### config.mk
export PLATFORM = sky130hd
export DESIGN_NAME = adder_arbiter
export DESIGN_NICKNAME = d
export VERILOG_FILES = /design/src/rtl/adder_arbiter.sv
export SDC_FILE = /design/constraint.sdc
export NUM_CORES = 1
export LEC_CHECK = 0
export ABC_AREA = 1
export BUFFER_PORTS_ARGS = -buffer_cell sky130_fd_sc_hd__buf_2
export CORE_MARGIN = 1
export CORE_UTILIZATION = 45
export DETAILED_ROUTE_END_ITERATION = 12
export HOLD_SLACK_MARGIN = 0.12
export PLACE_DENSITY = 0.74
export SKIP_LAST_GASP = 1
export SYNTH_ARGS = -nofsm -noshare
export SYNTH_HDL_FRONTEND = slang
export SYNTH_SLANG_ARGS = --single-unit
### constraint.sdc
create_clock -name clk -period 2.5 [get_ports clk]
set_input_delay 0.5 -clock clk [delete_from_list [all_inputs] [get_ports clk]]
set_output_delay 0.5 -clock clk [all_outputs]
set_load 0.01 [all_outputs]
### src/rtl/adder_arbiter.sv
// -----------------------------------------------------------------------------
// adder_arbiter
//   Shares one WIDTH-bit unsigned adder between NUM_REQ = 2**ID_W requesters.
//   A request is granted in IDLE and its operands are captured. The sum is
//   computed in CALC. The (WIDTH+1)-bit result, tagged with the requester
//   index, is held in HOLD until the consumer accepts it.
//
//   Build option:
//     ADDER_ARBITER_FIXED_PRIO_EN - when defined, the lowest valid index always
//     wins and no round-robin pointer exists. When undefined (default), the
//     scan starts at the requester after the last one served.
//
//   Ports:
//     clk        in   system clock, rising edge
//     rst        in   synchronous active-high reset
//     req_valid  in   [NUM_REQ]        per-requester request valid
//     req_ready  out  [NUM_REQ]        one-hot grant/accept strobe (IDLE only)
//     req_a      in   [NUM_REQ*WIDTH]  operand A, requester i at [i*WIDTH +: WIDTH]
//     req_b      in   [NUM_REQ*WIDTH]  operand B, same packing
//     res_valid  out  result valid
//     res_ready  in   consumer accepts the result
//     res_sum    out  [WIDTH+1]        registered sum
//     res_id     out  [ID_W]           index of the requester that produced res_sum
// -----------------------------------------------------------------------------
module adder_arbiter #(
  parameter int ID_W  = 2,
  parameter int WIDTH = 4
) (
  input  logic                        clk,
  input  logic                        rst,
  input  logic [(2**ID_W)-1:0]        req_valid,
  output logic [(2**ID_W)-1:0]        req_ready,
  input  logic [(2**ID_W)*WIDTH-1:0]  req_a,
  input  logic [(2**ID_W)*WIDTH-1:0]  req_b,
  output logic                        res_valid,
  input  logic                        res_ready,
  output logic [WIDTH:0]              res_sum,
  output logic [ID_W-1:0]             res_id
);

  localparam int NUM_REQ = 2**ID_W;

  typedef enum logic [1:0] {
    IDLE = 2'd0,
    CALC = 2'd1,
    HOLD = 2'd2
  } state_e;

  state_e               state_q, state_d;
  logic [WIDTH-1:0]     a_q, a_d;
  logic [WIDTH-1:0]     b_q, b_d;
  logic [ID_W-1:0]      g_q, g_d;
  logic                 res_valid_q, res_valid_d;
  logic [WIDTH:0]       res_sum_q, res_sum_d;
  logic [ID_W-1:0]      res_id_q, res_id_d;

  logic [NUM_REQ-1:0]   req_ready_s;
  logic [ID_W-1:0]      scan_base_s;
  logic [ID_W-1:0]      cand_s;
  logic [ID_W-1:0]      grant_s;
  logic                 found_s;
  logic                 hit_s;

`ifdef ADDER_ARBITER_FIXED_PRIO_EN
  // Fixed priority: the scan always starts at requester 0.
  assign scan_base_s = {ID_W{1'b0}};
`else
  logic [ID_W-1:0]      rr_ptr_q, rr_ptr_d;

  // Round-robin pointer moves past the requester whose result was just accepted.
  always_comb begin
    rr_ptr_d = rr_ptr_q;
    if (state_q == HOLD && res_ready) begin
      rr_ptr_d = res_id_q + ID_W'(1'b1);
    end else begin
      rr_ptr_d = rr_ptr_q;
    end
  end

  // Round-robin pointer register.
  always_ff @(posedge clk) begin
    if (rst) begin
      rr_ptr_q <= {ID_W{1'b0}};
    end else begin
      rr_ptr_q <= rr_ptr_d;
    end
  end

  assign scan_base_s = rr_ptr_q;
`endif

  // Grant search: the scan runs from the farthest offset down to the nearest,
  // so the valid requester closest to scan_base_s is the last one written.
  always_comb begin
    grant_s = {ID_W{1'b0}};
    found_s = 1'b0;
    cand_s  = {ID_W{1'b0}};
    hit_s   = 1'b0;
    for (int k = NUM_REQ - 1; k >= 0; k--) begin
      cand_s  = scan_base_s + ID_W'(k);
      hit_s   = req_valid[cand_s];
      grant_s = hit_s ? cand_s : grant_s;
      found_s = found_s | hit_s;
    end
  end

  // FSM next state, grant strobe and datapath updates.
  always_comb begin
    state_d     = state_q;
    a_d         = a_q;
    b_d         = b_q;
    g_d         = g_q;
    res_valid_d = res_valid_q;
    res_sum_d   = res_sum_q;
    res_id_d    = res_id_q;
    req_ready_s = {NUM_REQ{1'b0}};
    case (state_q)
      IDLE: begin
        // The grant is gated by rst so that req_ready stays low during reset.
        // The granted bit is valid by construction, so the handshake
        // completes on the next edge.
        if (found_s && !rst) begin
          req_ready_s[grant_s] = 1'b1;
          a_d     = req_a[int'(grant_s)*WIDTH +: WIDTH];
          b_d     = req_b[int'(grant_s)*WIDTH +: WIDTH];
          g_d     = grant_s;
          state_d = CALC;
        end else begin
          state_d = IDLE;
        end
      end
      CALC: begin
        res_sum_d   = {1'b0, a_q} + {1'b0, b_q};
        res_id_d    = g_q;
        res_valid_d = 1'b1;
        state_d     = HOLD;
      end
      HOLD: begin
        if (res_ready) begin
          res_valid_d = 1'b0;
          state_d     = IDLE;
        end else begin
          state_d     = HOLD;
        end
      end
      default: begin
        state_d = IDLE;
      end
    endcase
  end

  // State and datapath registers.
  always_ff @(posedge clk) begin
    if (rst) begin
      state_q     <= IDLE;
      a_q         <= {WIDTH{1'b0}};
      b_q         <= {WIDTH{1'b0}};
      g_q         <= {ID_W{1'b0}};
      res_valid_q <= 1'b0;
      res_sum_q   <= {(WIDTH+1){1'b0}};
      res_id_q    <= {ID_W{1'b0}};
    end else begin
      state_q     <= state_d;
      a_q         <= a_d;
      b_q         <= b_d;
      g_q         <= g_d;
      res_valid_q <= res_valid_d;
      res_sum_q   <= res_sum_d;
      res_id_q    <= res_id_d;
    end
  end

  assign req_ready = req_ready_s;
  assign res_valid = res_valid_q;
  assign res_sum   = res_sum_q;
  assign res_id    = res_id_q;

endmodule

Word level (Yosys, flattened, before mapping):

Cells that the tools add are included.

* output and inout port bits: 12
* bits in registers: 22
* input bits: 39

* shift-type cells: 2
* multiplexer cells: 21
* reductions and logical operators: 8
* bitwise operators: 3
* magnitude comparators: 6
* add/sub/neg operators: 5
* equality and inequality tests: 3

Operators by type and width (count)
* indexed part select 16 x 5 -> 4 bit: 2
* less-than comparator 2 x 3 -> 1 bit, second input constant: 5
* 2-to-1 mux 2 bit: 5
* binary-select mux 1 bit (select 2 bit): 4
* 2-to-1 mux 4 bit: 2
* 2-to-1 mux 1 bit: 7
* one-hot mux 2 bit (3 select lines): 1
* adder 4 x 4 -> 5 bit: 1
* adder 2 x 1 -> 2 bit, second input constant: 2
* adder 2 bit, second input constant: 2
* AND reduction 2 bit: 2
* logical AND 1 bit: 3
* bitwise OR 1 bit: 3
* demux 1 bit (select 2 bit): 1
* == test 2 x 1 -> 1 bit, second input constant: 1
* == test 2 bit, second input constant: 1
* >= comparator 2 x 1 -> 1 bit, second input constant: 1
* zero test 2 bit: 1
* != test 2 bit, second input constant: 1
* one-hot mux 1 bit (2 select lines): 1
* nonzero test 2 bit: 1
* zero test 1 bit: 1

Depth between registers and ports, before layout:

Gate-level depths: netlist of run 1.

* depth after elaboration: 13
* gate-level depth with buffers: 15
* mapped depth without buffers: 13

Least setup slack after synthesis of run 1:

Ideal clock, no wire load.

* kind: input port to output port
* start: input port req_valid[0]
* end: output port req_ready[1]
* data arrival time: 1647 ps
* stages on the path: 11
* buffers on the path: 1
* slack: 353 ps
* cells stage by stage: inv_1 > o21ai_0 > nand2_1 > nand2_1 > inv_2 > nand2_2 > nand2_4 > nand2_8 > buf_12 > inv_2 > nor3_1

* longest elaborated chain between the ends: 12
* elaborated cells between the ends (all ways): 23
* classes of those cells: order compare (2); mux (16); bitwise (3); reduce/logical (2)

RTL lines
* from (decl): RTL line 31 `input logic [(2**ID_W)-1:0] req_valid,`
* binary-select mux 1 bit (select 2 bit): RTL line 101 `hit_s = req_valid[cand_s];`
* 2-to-1 mux 1 bit (not written as such): RTL line 101
* 2-to-1 mux 2 bit (4 in series): RTL line 102 `grant_s = hit_s ? cand_s : grant_s;`
* less-than comparator 2 x 3 -> 1 bit (not written as such) / >= comparator 2 x 1 -> 1 bit (equally long branches): RTL line 123 `req_ready_s[grant_s] = 1'b1;`
* logical AND 1 bit (not written as such): RTL line 123
* 2-to-1 mux 1 bit (not written as such): RTL line 123
* demux 1 bit (select 2 bit): RTL line 123
* 2-to-1 mux 4 bit (*): RTL line 122 `if (found_s && !rst) begin`
* 2-to-1 mux 4 bit (*): RTL line 117 `case (state_q)`
* to (decl): RTL line 32 `output logic [(2**ID_W)-1:0] req_ready,`

Every way passes the cells marked *; elsewhere a longest branch is shown, timed or not. The select of a mux whose other input is x is not followed.

Final worst setup path of run 1:

* start: register rr_ptr_q[0]
* end: output port req_ready[0]

* longest elaborated chain between the ends: 13
* elaborated cells between the ends (all ways): 26
* classes of those cells: add/sub (3); order compare (2); mux (16); bitwise (3); reduce/logical (2)

RTL lines
* from (decl): RTL line 68 `logic [ID_W-1:0] rr_ptr_q, rr_ptr_d;`
* from (signal assigned): RTL line 83 `rr_ptr_q <= {ID_W{1'b0}};`
* from (signal assigned): RTL line 85 `rr_ptr_q <= rr_ptr_d;`
* adder 2 bit: RTL line 100 `cand_s = scan_base_s + ID_W'(k);`
* binary-select mux 1 bit (select 2 bit): RTL line 101
* 2-to-1 mux 1 bit (not written as such): RTL line 101
* 2-to-1 mux 2 bit (4 in series): RTL line 102
* less-than comparator 2 x 3 -> 1 bit (not written as such) / >= comparator 2 x 1 -> 1 bit (equally long branches): RTL line 123
* logical AND 1 bit (not written as such): RTL line 123
* 2-to-1 mux 1 bit (not written as such): RTL line 123
* demux 1 bit (select 2 bit): RTL line 123
* 2-to-1 mux 4 bit (*): RTL line 122
* 2-to-1 mux 4 bit (*): RTL line 117

Marked as above.

==> results of run 1 <==
[power breakdown]
part	internal [W]	switching, W
sequential	0.000394	0.0000268
combinational	0.000173	0.000256
clock	0.000162	0.000108
total	0.000729	0.000390
[layer usage]
metal | up-vias | global-route usage | wire length [µm]
li1 | 902 | - | -
met1 | 720 | 0.2251 | 1688
met2 | 43 | 0.3560 | 1771
met3 | 2 | 0.03467 | 134
met4 | 0 | 0.03488 | 18
met5 | - | 0 | 0
[what timing repair did]
action / in CTS / in global routing
pin swaps: 0 / 1
gates resized for setup: 2 / 3
hold endpoints to repair: 0 / 0
setup endpoints to repair: 4 / 3
buffers inserted: 0 / 1
[layout make-up]
| type | count | area (µm²) |
|---|---|---|
| tap | 46 | 57.56 |
| timing repair buffer | 58 | 310.3 |
| clock inverter | 1 | 30.03 |
| sequential | 22 | 444.2 |
| inverter | 61 | 229.0 |
| clock buffer | 3 | 22.52 |
| fill | 354 | 1404 |
| multi-input combinational | 165 | 918.4 |
[cell families after synthesis]
logic type	synth area share
xor+xnor	0.01591
fa+ha+maj	0.04243
simple gates	0.3879
buf+inv	0.1849
compound gates	0.1023
flops	0.2667
[cell usage after synthesis]
cell type  instances
buf_12             1
ha_1               4
fa_1               1
nand4_2            1
clkbuf_1           2
o211ai_2           1
nand2_8            1
nand3_1           45
nor2_2             1
buf_4              1
nand3_4            2
o21ai_2            2
dfxtp_1           22
nor3_1             2
inv_2              5
clkbuf_4           1
nand2_1           36
o21ai_1            1
inv_1             56
xor2_1             2
xnor2_1            1
o221ai_1           1
nand3b_1           1
o21ai_0           11
nand2_2           14
buf_6              3
nand2_4            1
o21ba_2            1
nor2_1            24
a21oi_1           12
[worst min-delay path by stage]
stage | cells after the start | end | slack [ps] | startpoint
4_1_cts | 3 | state_q[1] | 460 | res_ready
6_report | 3 | state_q[1] | 460 | res_ready
5_1_grt | 3 | state_q[1] | 470 | res_ready
3_3_place_gp | 2 | res_valid | 450 | res_valid
2_1_floorplan | 2 | res_id[1] | 450 | g_q[1]
3_5_place_dp | 2 | res_valid | 450 | res_valid
[sequential cells by signal (all words and copies together), names as in the netlist]
register and flops:
a_q 4, b_q 4, g_q 2, res_id 2
res_sum 5, res_valid 1, rr_ptr_q 2, state_q 2
[through the flow]
stage               worst slack (ps)  total power (W)  area, µm²
detailed placement             170.9        0.0008445       1936
CTS                            65.71         0.001115       1992
finish                         135.1         0.001119       2012
global placement               218.9        0.0008403       1936
floorplan                      352.8        0.0007442       1652
global route                  -4.296         0.001199       2012
[worst min-delay path: stages]
cell and delay (ps):
buf_2 80, nand3b_1 90, a21oi_1 60
==> results.py, run 1 <==
metrics = {
    "worst_setup_path": {
        "r2r_slack_ps": 670,
        "cp_common_cell": "nand2_2",
        "critical-path-max-stage-delay_ps": 460,
        "critPathRequiredTime_ps": 2000,
        "endpoint_kind": "output port",
        "crit_start": "rr_ptr_q[0]",
        "worst_r2r_endpoint": "b_q[3]",
        "crit_chain": "buf_4 -> nand2_1 -> nand2_1 -> nand2_2 -> nand3_4 -> nand2_2 -> nand2_4 -> nand2_8 -> inv_2 -> nand2_2 -> nor2_1 -> buf_2",
        "crit_family": "simple AND/OR/NAND/NOR gates",
        "crit_path_top_delay_cell": "dfxtp_4",
        "rr_worst_depth": 14,
        "path_max_fanout": 13,
        "arrival_ps": 1860,
        "critPathLaunchType": "flop",
        "cp.depth": 12,
        "r2r_start": "rr_ptr_q[0]",
        "path_class": "flop to output port",
        "critPathBufInv": 3,
        "endpoint": "req_ready[0]",
    },
    "sta": {
        "drv_slew": 0,
        "fmax_ghz": 0.4229,
        "final.setup_skew_ps": 12.59,
        "fin_crit_ps": 2365,
        "fin_hold_ws_ps": 464.4,
        "setup_tns_ps": 0,
        "hold_viol_final": 0,
        "worstMarginPinSlew_ps": 521.8,
        "setup-violations-final": 0,
        "period_share": 0.9460,
        "slew_headroom": 0.6508,
    },
    "drt": {
        "routedWlPerCell_um": 10.15,
        "drt-total-wl_um": 3612,
        "vias_per_cell": 4.683,
        "drt_iter0_markers": 63,
        "antenna_left": 0,
        "remaining_drc_errors": 0,
        "vias": 1667,
        "first_pass_iters": 4,
    },
    "yosys": {
        "ys_warn_count": 0,
        "yosysTopAreaCellShare": 0.2667,
        "synth_cells": 256,
        "netlist_top_cells_area": "dfxtp_1, nand3_1, inv_1",
        "syn-num-nets": 300,
        "synth-seq-cells": 22,
        "yosys.area.top_type": "dfxtp_1",
        "syn_avg_cell_area_um2": 6.452,
        "syn_area_mm2": 0.001652,
        "synth_seq_area_share": 0.2667,
        "synth.distinct_cells": 30,
    },
    "global_route": {
        "overflow": 0,
        "grt_max_degree": 19,
        "grt.total_usage": 0.1905,
        "grt_pass1_vias": 1497,
        "grt_antenna_before_repair": 0,
        "grt_pass1_wl_um": 6168,
    },
    "floorplan": {
        "fp-row-count": 21,
        "die_h_um": 62.58,
        "die-area_mm2": 0.003916,
        "num_io_pins": 51,
        "coreArea_mm2": 0.003416,
        "initial_utilization": 0.4835,
        "die_x_um": 62.58,
    },
    "placed_design": {
        "place_inst": 351,
        "numPortBuffers": 50,
        "dp_hpwl_um": 2786,
        "gp_congestion": 0.7697,
    },
    "clocking": {
        "cts_hold_buf": 0,
        "insertion_delay_ps": 310,
        "htree_levels": 1,
        "cts_tree": "built",
        "clock_path_buffers": 2,
        "cts_root_buffer": "clkbuf_4",
        "cts_inserted_buffers": 3,
        "numClockSinks": 22,
        "path_clk_slew_ps": 130,
    },
    "flow_run": {
        "maxCapViolations": 0,
    },
    "hold_path": {
        "hold_class": "primary input to flop",
    },
    "outcome": {
        "status": "finished, final reports clean",
    },
    "power": {
        "power.leakage_nw": 1.159,
        "power.density_mw_per_mm2": 556.4,
        "vdd_drop_max_uv": 309.2,
    },
    "finish": {
        "diodes": 0,
        "area_delta_synth_final_pct": 21.82,
        "drive_above_1_share": 0.3032,
        "final_core_util": 0.5890,
        "mostFrequentLayoutCells": "inv_1, buf_2, nand3_1, nand2_1, nor2_1",
        "final-instance-count-excl-fill": 356,
        "final_common_cell": "inv_1",
        "fin_nets": 355,
    },
}
(Power assumes the default switching activity.)
==> run 2, diff against run 1 <==
==> constraint.sdc (replaced) <==
create_clock -name clk -period 2.6 [get_ports clk]
set_input_delay 0.52 -clock clk [delete_from_list [all_inputs] [get_ports clk]]
set_output_delay 0.52 -clock clk [all_outputs]
set_load 0.05 [all_outputs]
==> run 2 against run 1 <==
Effect of this change:
- critical path depth down 1
- setup slack improved by 17 ps
- non-clock buffer count is the same
- global-route usage grew 2.2 points
- sequential share of layout area down 0.22 points
- clock skew fell by 11 ps
- final cell count unchanged
- wire length increased by 3.0%
- hold slack gained 10 ps
==> results.py, run 2 (same netlist as run 1, synthesis figures left out) <==
metrics = {
    "placed_design": {
        "gp_congestion": 0.7688,
        "numPortBuffers": 50,
        "dp_hpwl_um": 2886,
    },
    "flow_run": {
        "maxCapViolations": 0,
    },
    "floorplan": {
        "coreArea_mm2": 0.003416,
        "num_io_pins": 51,
        "die_h_um": 62.58,
        "fp-row-count": 21,
        "initial_utilization": 0.4835,
        "die-area_mm2": 0.003916,
        "die_x_um": 62.58,
    },
    "drt": {
        "drt-total-wl_um": 3720,
        "drt_iter0_markers": 111,
        "routedWlPerCell_um": 10.45,
        "antenna_left": 0,
        "remaining_drc_errors": 0,
        "first_pass_iters": 4,
        "vias": 1701,
        "vias_per_cell": 4.778,
    },
    "worst_setup_path": {
        "crit_chain": "buf_4 -> o21ai_2 -> nand2_2 -> nand3_4 -> nand2_2 -> nand2_4 -> nand2_8 -> inv_2 -> nand2_2 -> nor2_1 -> buf_6",
        "arrival_ps": 1930,
        "crit_start": "rr_ptr_q[0]",
        "worst_r2r_endpoint": "b_q[1]",
        "critical-path-max-stage-delay_ps": 390,
        "path_max_fanout": 7,
        "rr_worst_depth": 12,
        "crit_path_top_delay_cell": "dfxtp_4",
        "endpoint_kind": "output port",
        "path_class": "flop to output port",
        "critPathRequiredTime_ps": 2080,
        "r2r_start": "rr_ptr_q[0]",
        "endpoint": "req_ready[0]",
        "cp_common_cell": "nand2_2",
        "critPathLaunchType": "flop",
        "r2r_slack_ps": 760,
    },
    "clocking": {
        "clock_path_buffers": 2,
        "numClockSinks": 22,
        "cts_root_buffer": "clkbuf_4",
        "insertion_delay_ps": 310,
        "path_clk_slew_ps": 120,
        "htree_levels": 1,
        "cts_tree": "built",
        "cts_inserted_buffers": 3,
    },
    "finish": {
        "drive_above_1_share": 0.3097,
        "fin_nets": 355,
        "fillers": 336,
        "largest_reg_flops": 5,
        "final_common_cell": "inv_1",
        "mostFrequentLayoutCells": "inv_1, buf_2, nand3_1, nand2_1, nor2_1",
        "diodes": 0,
        "area_delta_synth_final_pct": 23.41,
    },
    "global_route": {
        "grt_pass1_vias": 1579,
        "grt_max_degree": 19,
        "grt_pass1_wl_um": 6651,
        "grt_antenna_before_repair": 0,
        "overflow": 0,
        "grt.total_usage": 0.2121,
    },
    "sta": {
        "fin_crit_ps": 2448,
        "drv_slew": 0,
        "fmax_ghz": 0.4085,
        "rsz0062_at_grt": "yes",
        "hold_viol_final": 0,
        "fin_hold_ws_ps": 474.7,
        "period_share": 0.9414,
        "slew_headroom": 0.6432,
        "worstMarginPinSlew_ps": 533.2,
        "final.setup_skew_ps": 1.652,
        "setup-violations-final": 0,
    },
    "outcome": {
        "status": "finished, final reports clean",
    },
    "hold_path": {
        "hold_class": "flop to flop",
    },
    "power": {
        "power_w": 0.001081,
        "switching_share": 0.4101,
        "vdd_drop_max_uv": 218.0,
        "power_switching_w": 0.0004433,
        "power.density_mw_per_mm2": 530.4,
        "power.leakage_nw": 1.155,
        "intPower_w": 0.0006376,
        "p_comb_frac": 0.451,
        "seqPwrFrac": 0.373,
        "clkPwrFrac": 0.176,
    },
}
## run 2: cell types whose count changed in the layout (fill, tap and decap cells not counted), sizes merged
cell / change
clkbuf: +1
bufinv: -1
## run 2: through the flow
stage | std cells | TNS, ps | instance area, µm² | util | worst slack [ps]
after floorplan | 256 | -69.44 | 1662 | - | -34.72
after global placement | 351 | 0 | 1946 | 0.5696 | 231.7
after detailed placement | 351 | 0 | 1946 | 0.5696 | 199.7
after CTS | 355 | 0 | 1986 | 0.5813 | 7.181
after global routing | 356 | -41.49 | 2038 | 0.5967 | -22.51
final | 356 | 0 | 2038 | 0.5967 | 152.2
## run 2: worst min path at each step
stage | startpoint | end | slack, ps | depth (start not counted)
after CTS | res_valid | res_valid | 480 | 2
after floorplan | g_q[1] | res_id[1] | 450 | 2
after detailed placement | res_valid | res_valid | 460 | 2
after global placement | res_valid | res_valid | 450 | 2
after global routing | res_ready | state_q[1] | 490 | 3
final | res_valid | res_valid | 470 | 2
## run 2: final cells by class
cell class	instances	area (µm²)	share of cell area
flip-flops and latches	22	445.4	0.2185
well taps	46	57.56	0.02824
inverters	61	231.5	0.1136
clock buffers	4	36.28	0.01780
multi-input cells	165	939.7	0.4610
repair buffers	58	327.8	0.1608
## run 2: what timing repair did
action / 4_1_cts / 5_1_grt
resized for setup: 2 / 18
endpoints found under the setup margin: 4 / 4
buffers inserted: 0 / 1
hold buffers: 0 / 0
## run 2: power groups by stage
stage | sequential [W] | combinational, W | clock, W
floorplan | 0.000463 | 0.000319 | 0
global placement | 0.000411 | 0.000463 | 0
detailed placement | 0.000413 | 0.000468 | 0
CTS | 0.000405 | 0.000471 | 0.000195
global route | 0.000409 | 0.000548 | 0.000215
finish | 0.000403 | 0.000487 | 0.000191
## run 2: worst max-delay path, delay by kind of cell (launching register included)
kind / cells / cell delay, ps
buffers and inverters: 3 / 430
AO/OA/AOI/OAI: 1 / 170
AND/OR/NAND/NOR: 7 / 640
flip-flops: 1 / 390
## run 2: per-layer routing
metal  routed length, µm  track usage  vias to the layer above
met5                   0            0                        -
met4                  30      0.04360                        0
met3                 184      0.04927                        4
met2                1856       0.3859                       49
met1                1648       0.2508                      746
li1                    -            -                      902
